`src/rtl/sram_ctrl_pkg.sv`:
```
// Shared definitions for the SRAM_comb initiator: FSM state encoding and setup counter width.
package sram_ctrl_pkg;

   typedef enum logic [2:0] {
      IDLE   = 3'd0,
      SETUP  = 3'd1,
      ACCESS = 3'd2,
      RESP   = 3'd3,
      VERIFY = 3'd4
   } state_t;

   localparam int CNT_W = 4;

endpackage

```
`src/rtl/sram_ctrl_if.sv`:
```
// Request/response handshake bus between the datapath (master) and sram_ctrl (slave).
interface sram_ctrl_if #(
   parameter int W = 4,
   parameter int A = 2
);
   logic         req_valid;
   logic         req_ready;
   logic         req_we;
   logic [A-1:0] req_addr;
   logic [W-1:0] req_wdata;
   logic         rsp_valid;
   logic         rsp_ready;
   logic [W-1:0] rsp_rdata;
   logic         rsp_err;

   modport master (
      output req_valid, req_we, req_addr, req_wdata, rsp_ready,
      input  req_ready, rsp_valid, rsp_rdata, rsp_err
   );

   modport slave (
      input  req_valid, req_we, req_addr, req_wdata, rsp_ready,
      output req_ready, rsp_valid, rsp_rdata, rsp_err
   );
endinterface

```
`src/rtl/sram_ctrl_setup_cnt.sv`:
```
// Loadable down-counter timing the address/data setup interval; done while the count is zero.
module sram_ctrl_setup_cnt
   import sram_ctrl_pkg::*;
(
   input  logic             clk,
   input  logic             rst,
   input  logic             load,
   input  logic [CNT_W-1:0] load_val,
   input  logic             dec,
   output logic             done
);

   logic [CNT_W-1:0] cnt;

   always_ff @(posedge clk) begin
      if (rst) begin
         cnt <= '0;
      end else if (load) begin
         cnt <= load_val;
      end else if (dec && (cnt != '0)) begin
         cnt <= cnt - 1'b1;
      end
   end

   assign done = (cnt == '0);

endmodule

```
`src/rtl/sram_ctrl.sv`:
```
// Initiator-side controller for SRAM_comb: setup interval, one-cycle access, registered response.
// Define SRAM_CTRL_RDBACK_EN to add a write read-back VERIFY cycle that flags mismatches on rsp_err.
module sram_ctrl
   import sram_ctrl_pkg::*;
#(
   parameter int N         = 4,
   parameter int W         = 4,
   parameter int A         = $clog2(N),
   parameter int SETUP_CYC = 1
) (
   input  logic         clk,
   input  logic         rst,
   sram_ctrl_if.slave   bus,
   output logic         sram_cs,
   output logic         sram_wr_en,
   output logic [A-1:0] sram_addr,
   output logic [W-1:0] sram_wr_data,
   input  logic [W-1:0] sram_rd_data
);

   state_t       state;
   logic         we_q;
   logic         rsp_valid_q;
   logic [W-1:0] rsp_rdata_q;
   logic         rsp_err_q;
   logic         accept;
   logic         in_range;
   logic         cnt_done;

   assign bus.req_ready = (state == IDLE) && !rst;
   assign bus.rsp_valid = rsp_valid_q;
   assign bus.rsp_rdata = rsp_rdata_q;
   assign bus.rsp_err   = rsp_err_q;

   assign accept   = bus.req_valid && bus.req_ready;
   assign in_range = int'(bus.req_addr) < N;

   sram_ctrl_setup_cnt u_setup_cnt (
      .clk      (clk),
      .rst      (rst),
      .load     (accept && in_range),
      .load_val (CNT_W'(SETUP_CYC - 1)),
      .dec      (state == SETUP),
      .done     (cnt_done)
   );

   // sram_addr/sram_wr_data double as the latched request; they are only loaded for in-range requests.
   always_ff @(posedge clk) begin
      if (rst) begin
         state        <= IDLE;
         we_q         <= 1'b0;
         sram_cs      <= 1'b0;
         sram_wr_en   <= 1'b0;
         sram_addr    <= '0;
         sram_wr_data <= '0;
         rsp_valid_q  <= 1'b0;
         rsp_rdata_q  <= '0;
         rsp_err_q    <= 1'b0;
      end else begin
         case (state)
            IDLE: begin
               if (accept) begin
                  we_q <= bus.req_we;
                  if (in_range) begin
                     sram_cs      <= 1'b1;
                     sram_addr    <= bus.req_addr;
                     sram_wr_data <= bus.req_wdata;
                     rsp_err_q    <= 1'b0;
                     state        <= SETUP;
                  end else begin
                     rsp_valid_q <= 1'b1;
                     rsp_err_q   <= 1'b1;
                     rsp_rdata_q <= '0;
                     state       <= RESP;
                  end
               end
            end
            SETUP: begin
               if (cnt_done) begin
                  sram_wr_en <= we_q;
                  state      <= ACCESS;
               end
            end
            ACCESS: begin
               sram_wr_en  <= 1'b0;
               rsp_rdata_q <= we_q ? '0 : sram_rd_data;
`ifdef SRAM_CTRL_RDBACK_EN
               if (we_q) begin
                  state <= VERIFY;
               end else begin
                  sram_cs     <= 1'b0;
                  rsp_valid_q <= 1'b1;
                  state       <= RESP;
               end
`else
               sram_cs     <= 1'b0;
               rsp_valid_q <= 1'b1;
               state       <= RESP;
`endif
            end
`ifdef SRAM_CTRL_RDBACK_EN
            // The write landed at the end of ACCESS, so the array now shows the stored word.
            VERIFY: begin
               sram_cs     <= 1'b0;
               rsp_err_q   <= (sram_rd_data != sram_wr_data);
               rsp_valid_q <= 1'b1;
               state       <= RESP;
            end
`endif
            RESP: begin
               if (bus.rsp_ready) begin
                  rsp_valid_q <= 1'b0;
                  state       <= IDLE;
               end
            end
            default: begin
               state <= IDLE;
            end
         endcase
      end
   end

endmodule

```
`src/flat_wrapper.sv`:
```
// flat-port wrapper written by rule: the top's interface ports become plain ports
module sram_ctrl_flat import sram_ctrl_pkg::*;
#(
   parameter int N         = 4,
   parameter int W         = 4,
   parameter int A         = $clog2(N),
   parameter int SETUP_CYC = 1
)
  (clk, rst, sram_cs, sram_wr_en, sram_addr, sram_wr_data, sram_rd_data, bus_req_valid, bus_req_we, bus_req_addr, bus_req_wdata, bus_rsp_ready, bus_req_ready, bus_rsp_valid, bus_rsp_rdata, bus_rsp_err);
  sram_ctrl_if #(.W(W), .A(A)) bus_i ();
  input  logic clk;
  input  logic rst;
  output logic sram_cs;
  output logic sram_wr_en;
  output logic [A-1:0] sram_addr;
  output logic [W-1:0] sram_wr_data;
  input  logic [W-1:0] sram_rd_data;
  input wire logic [$bits(bus_i.req_valid)-1:0] bus_req_valid;
  input wire logic [$bits(bus_i.req_we)-1:0] bus_req_we;
  input wire logic [$bits(bus_i.req_addr)-1:0] bus_req_addr;
  input wire logic [$bits(bus_i.req_wdata)-1:0] bus_req_wdata;
  input wire logic [$bits(bus_i.rsp_ready)-1:0] bus_rsp_ready;
  output wire logic [$bits(bus_i.req_ready)-1:0] bus_req_ready;
  output wire logic [$bits(bus_i.rsp_valid)-1:0] bus_rsp_valid;
  output wire logic [$bits(bus_i.rsp_rdata)-1:0] bus_rsp_rdata;
  output wire logic [$bits(bus_i.rsp_err)-1:0] bus_rsp_err;
  assign bus_i.req_valid = bus_req_valid;
  assign bus_i.req_we = bus_req_we;
  assign bus_i.req_addr = bus_req_addr;
  assign bus_i.req_wdata = bus_req_wdata;
  assign bus_i.rsp_ready = bus_rsp_ready;
  assign bus_req_ready = bus_i.req_ready;
  assign bus_rsp_valid = bus_i.rsp_valid;
  assign bus_rsp_rdata = bus_i.rsp_rdata;
  assign bus_rsp_err = bus_i.rsp_err;
  sram_ctrl #(.N(N), .W(W), .A(A), .SETUP_CYC(SETUP_CYC)) u_core (.clk(clk), .rst(rst), .bus(bus_i), .sram_cs(sram_cs), .sram_wr_en(sram_wr_en), .sram_addr(sram_addr), .sram_wr_data(sram_wr_data), .sram_rd_data(sram_rd_data));
endmodule
```
`config.mk`:
```
export PLATFORM = sky130hd
export DESIGN_NAME = sram_ctrl_flat
export DESIGN_NICKNAME = d
export VERILOG_FILES = /design/src/rtl/sram_ctrl_pkg.sv /design/src/rtl/sram_ctrl_if.sv /design/src/rtl/sram_ctrl_setup_cnt.sv /design/src/rtl/sram_ctrl.sv /design/src/flat_wrapper.sv
export SDC_FILE = /design/constraint.sdc
export NUM_CORES = 1
export LEC_CHECK = 0
export CORE_MARGIN = 4
export CORE_UTILIZATION = 48
export CTS_CLUSTER_SIZE = 20
export DETAILED_ROUTE_END_ITERATION = 16
export GPL_ROUTABILITY_DRIVEN = 0
export PLACE_DENSITY = 0.86
export SETUP_SLACK_MARGIN = 0.05
export SLEW_MARGIN = 20
export SYNTH_ARGS = -nofsm -noshare
export SYNTH_HDL_FRONTEND = slang
export SYNTH_SLANG_ARGS = --single-unit
export TNS_END_PERCENT = 20
```
`constraint.sdc`:
```
create_clock -name clk -period 3.7 [get_ports clk]
set_clock_uncertainty 0.05 [all_clocks]
set_input_delay 0.74 -clock clk [delete_from_list [all_inputs] [get_ports clk]]
set_output_delay 0.74 -clock clk [all_outputs]
set_load 0.05 [all_outputs]
```
==> results by group <==
Clock network
  • Sink Count: 20
  • H-Tree Depth: 1
  • CTS Buffer Depth: 2
  • TritonCTS Buffers: 3
  • Clk root buf: clkbuf_4
  • Resize count post-CTS: 0
  • Post-CTS Setup Bufs: 0
  • CTS tree: built
  • Hold-fix buffers, CTS: 0
  • Clk Latency, worst-skew pair: 0.30 ns
  • Clk pin slew, worst setup/hold paths: 0.11 ns

Timing
  • F_max: 333.9 MHz
  • RSZ-0062 raised after global routing: no
  • Finish-stage setup viols: 0
  • Min Tclk post-route: 2.995 ns
  • Slew margin rel.: 65.67%
  • Max-slew violation count: 0
  • Final period utilization: 80.94%
  • Worst-Margin Slew: 0.5134 ns
  • Final hold viol count: 0
  • Post-route setup TNS: 0 ns

Layout
  • Final cell count without fillers: 158
  • Commonest non-fill, non-tap cell in the layout: clkdlybuf4s50_1
  • Commonest cells after routing, fill and taps aside: 28 x clkdlybuf4s50_1, 20 x dfxtp_1, 11 x a21oi_1
  • Final core utilization: 69.75%
  • Number of diodes: 0
  • Synth-to-Final Area Change: 34.32%
  • Layout cells sized above 1: 5.263%
  • Design Area, Final: 1244 um^2
  • # nets final: 155

Routing
  • Via density: 5.215
  • Metal1 wirelength: 886 um
  • Routed via count: 824
  • Pre-antenna DRT Iters: 5
  • Met3 Routed Length: 128 um
  • Routed Antenna Nets: 0
  • Routed length on met2: 982 um
  • Top routing layer used: met4
  • Post-DR wirelength/cell: 12.92 um
  • Post-Route WL: 2041 um
  • 1st-iter DRT viols: 8
  • DRC Markers: 0

Worst setup path
  • Crit Path Max Fanout: 13
  • Setup CP Type: register to output port
  • CP Data Required Time: 2.91 ns
  • Endpoint class of the critical path: output port
  • Crit start category: register
  • Critical path arrival: 2.20 ns

Placement
  • PortBufs: 28
  • DP Wirelength: 1574 um
  • Post-Place Cells: 154
  • Cell Area, Placed: 1207 um^2

Die
  • Chip width: 51.92 um
  • IO Pins: 30
  • Num rows: 15
  • Die area: 2696 um^2
  • DIE HEIGHT: 51.92 um
  • Starting density of the core: 51.93%
  • Placeable Area: 1783 um^2

Synthesis
  • Cell taking the most area after synthesis: dfxtp_1
  • Ys Warns: 0
  • Synthesized Nets: 128
  • Seq/Total Area, Yosys: 43.24%
  • Leading cell types by total area after synthesis: dfxtp_1 43%, ha_1 8.1%, a21oi_1 5.9%
  • Cell Area, Synth: 925.9 um^2
  • Synth Instances: 107
  • Synth Register Bits: 20
  • Synth cell types: 30
  • Area share of the largest cell type after synthesis: 43.24%
  • Synthesized area per cell: 8.653 um^2

Min path
  • Hold Crit Class: register to register

GRT
  • First-pass GRT wire length: 3360 um
  • Antenna violations before repair: 0
  • All-Layer GR Usage: 16.66%
  • Vias in the first global route: 824
  • Total grt overflow: 0
  • Largest net degree at the start of global routing: 22

Power
  • Design Power: 0.0008071 W
  • PwrDens: 649.0 nW/um^2
  • IR drop worst, VDD: 0.0003483 V
  • Leakage power: 0.4838 nW

Flow run
  • Max-cap violations: 0

Status
  • Outcome: complete, no violations
==> Yosys cell counts, drive strengths merged <==
cell / instances
dfxtp: 20
a21oi: 11
nand2: 10
nand3: 9
nor2: 8
inv: 7
ha: 6
clkbuf: 5
a22oi: 4
nand2b: 3
nor2b: 3
a2bb2oi: 2
buf: 2
o21ai: 2
a21o: 1
a222oi: 1
a311oi: 1
conb: 1
mux2: 1
mux2i: 1
nand4b: 1
nor3: 1
o211ai: 1
o31ai: 1
or2b: 1
or3: 1
or3b: 1
or4b: 1
xor2: 1
==> flip-flops by register name, summed over array words and instances, names as in the netlist <==
signal,count
u_core.bus.rsp_rdata,4
u_core.sram_wr_en,1
u_core.u_setup_cnt.cnt,4
u_core.state,2
u_core.we_q,1
u_core.sram_wr_data,4
u_core.sram_addr,2
u_core.bus.rsp_valid,1
u_core.sram_cs,1
==> metrics by stage <==
step	hold WS, ns	worst slack (ns)
after floorplan	0.3999	1.284
after global placement	0.3924	0.7806
after detailed placement	0.3964	0.7830
after CTS	0.4127	0.6957
after global routing	0.4323	0.5828
final	0.4103	0.7053
==> critical path, cell delays in order, from the launching register on <==
cell and delay, ns:
dfxtp_1 0.36, inv_1 0.11, ha_1 0.42, nor2b_1 0.20
clkdlybuf4s50_1 0.82
==> power breakdown <==
group	switching (W)	internal, W
Sequential	0.0000258	0.000255
Combinational	0.000259	0.000141
Clock	0.0000665	0.0000601
==> final cells by class <==
class | count | area (um^2)
repair buffers | 29 | 287.8
clock buffers | 4 | 36.28
inverters | 7 | 26.28
fillers | 150 | 539.3
well taps | 25 | 31.28
multi-input cells | 73 | 461.7
flip-flops and latches | 20 | 400.4
==> final timing paths <==
kind / end / cells past startpoint / startpoint / slack (ns)
max: bus_req_ready / 4 / u_core.state[0] / 0.71
min reg2reg: u_core.sram_wr_data[1] / 2 / u_core.sram_wr_data[1] / 0.41
min: u_core.sram_wr_data[1] / 2 / u_core.sram_wr_data[1] / 0.41
max reg2reg: u_core.state[0] / 5 / u_core.u_setup_cnt.cnt[0] / 1.65
==> cell families (layout without fill, tap and decap cells) <==
logic type | after synthesis | after routing | share of synthesized area (%)
xor+xnor | 1 | 1 | 0.9461
other cells | 1 | 1 | 0.4050
mux | 2 | 2 | 2.297
fa+ha+maj | 6 | 6 | 8.108
flops | 20 | 20 | 43.24
compound gates | 24 | 24 | 16.76
simple gates | 39 | 39 | 21.35
buf+inv | 14 | 40 | 6.893
==> metal layers <==
layer	vias to the layer above	track usage [%]
met2	23	29.29
li1	416	-
met3	5	5.444
met1	380	17.70
met4	0	7.860
met5	-	0
No activity file was read; power rests on OpenSTA's default activity.
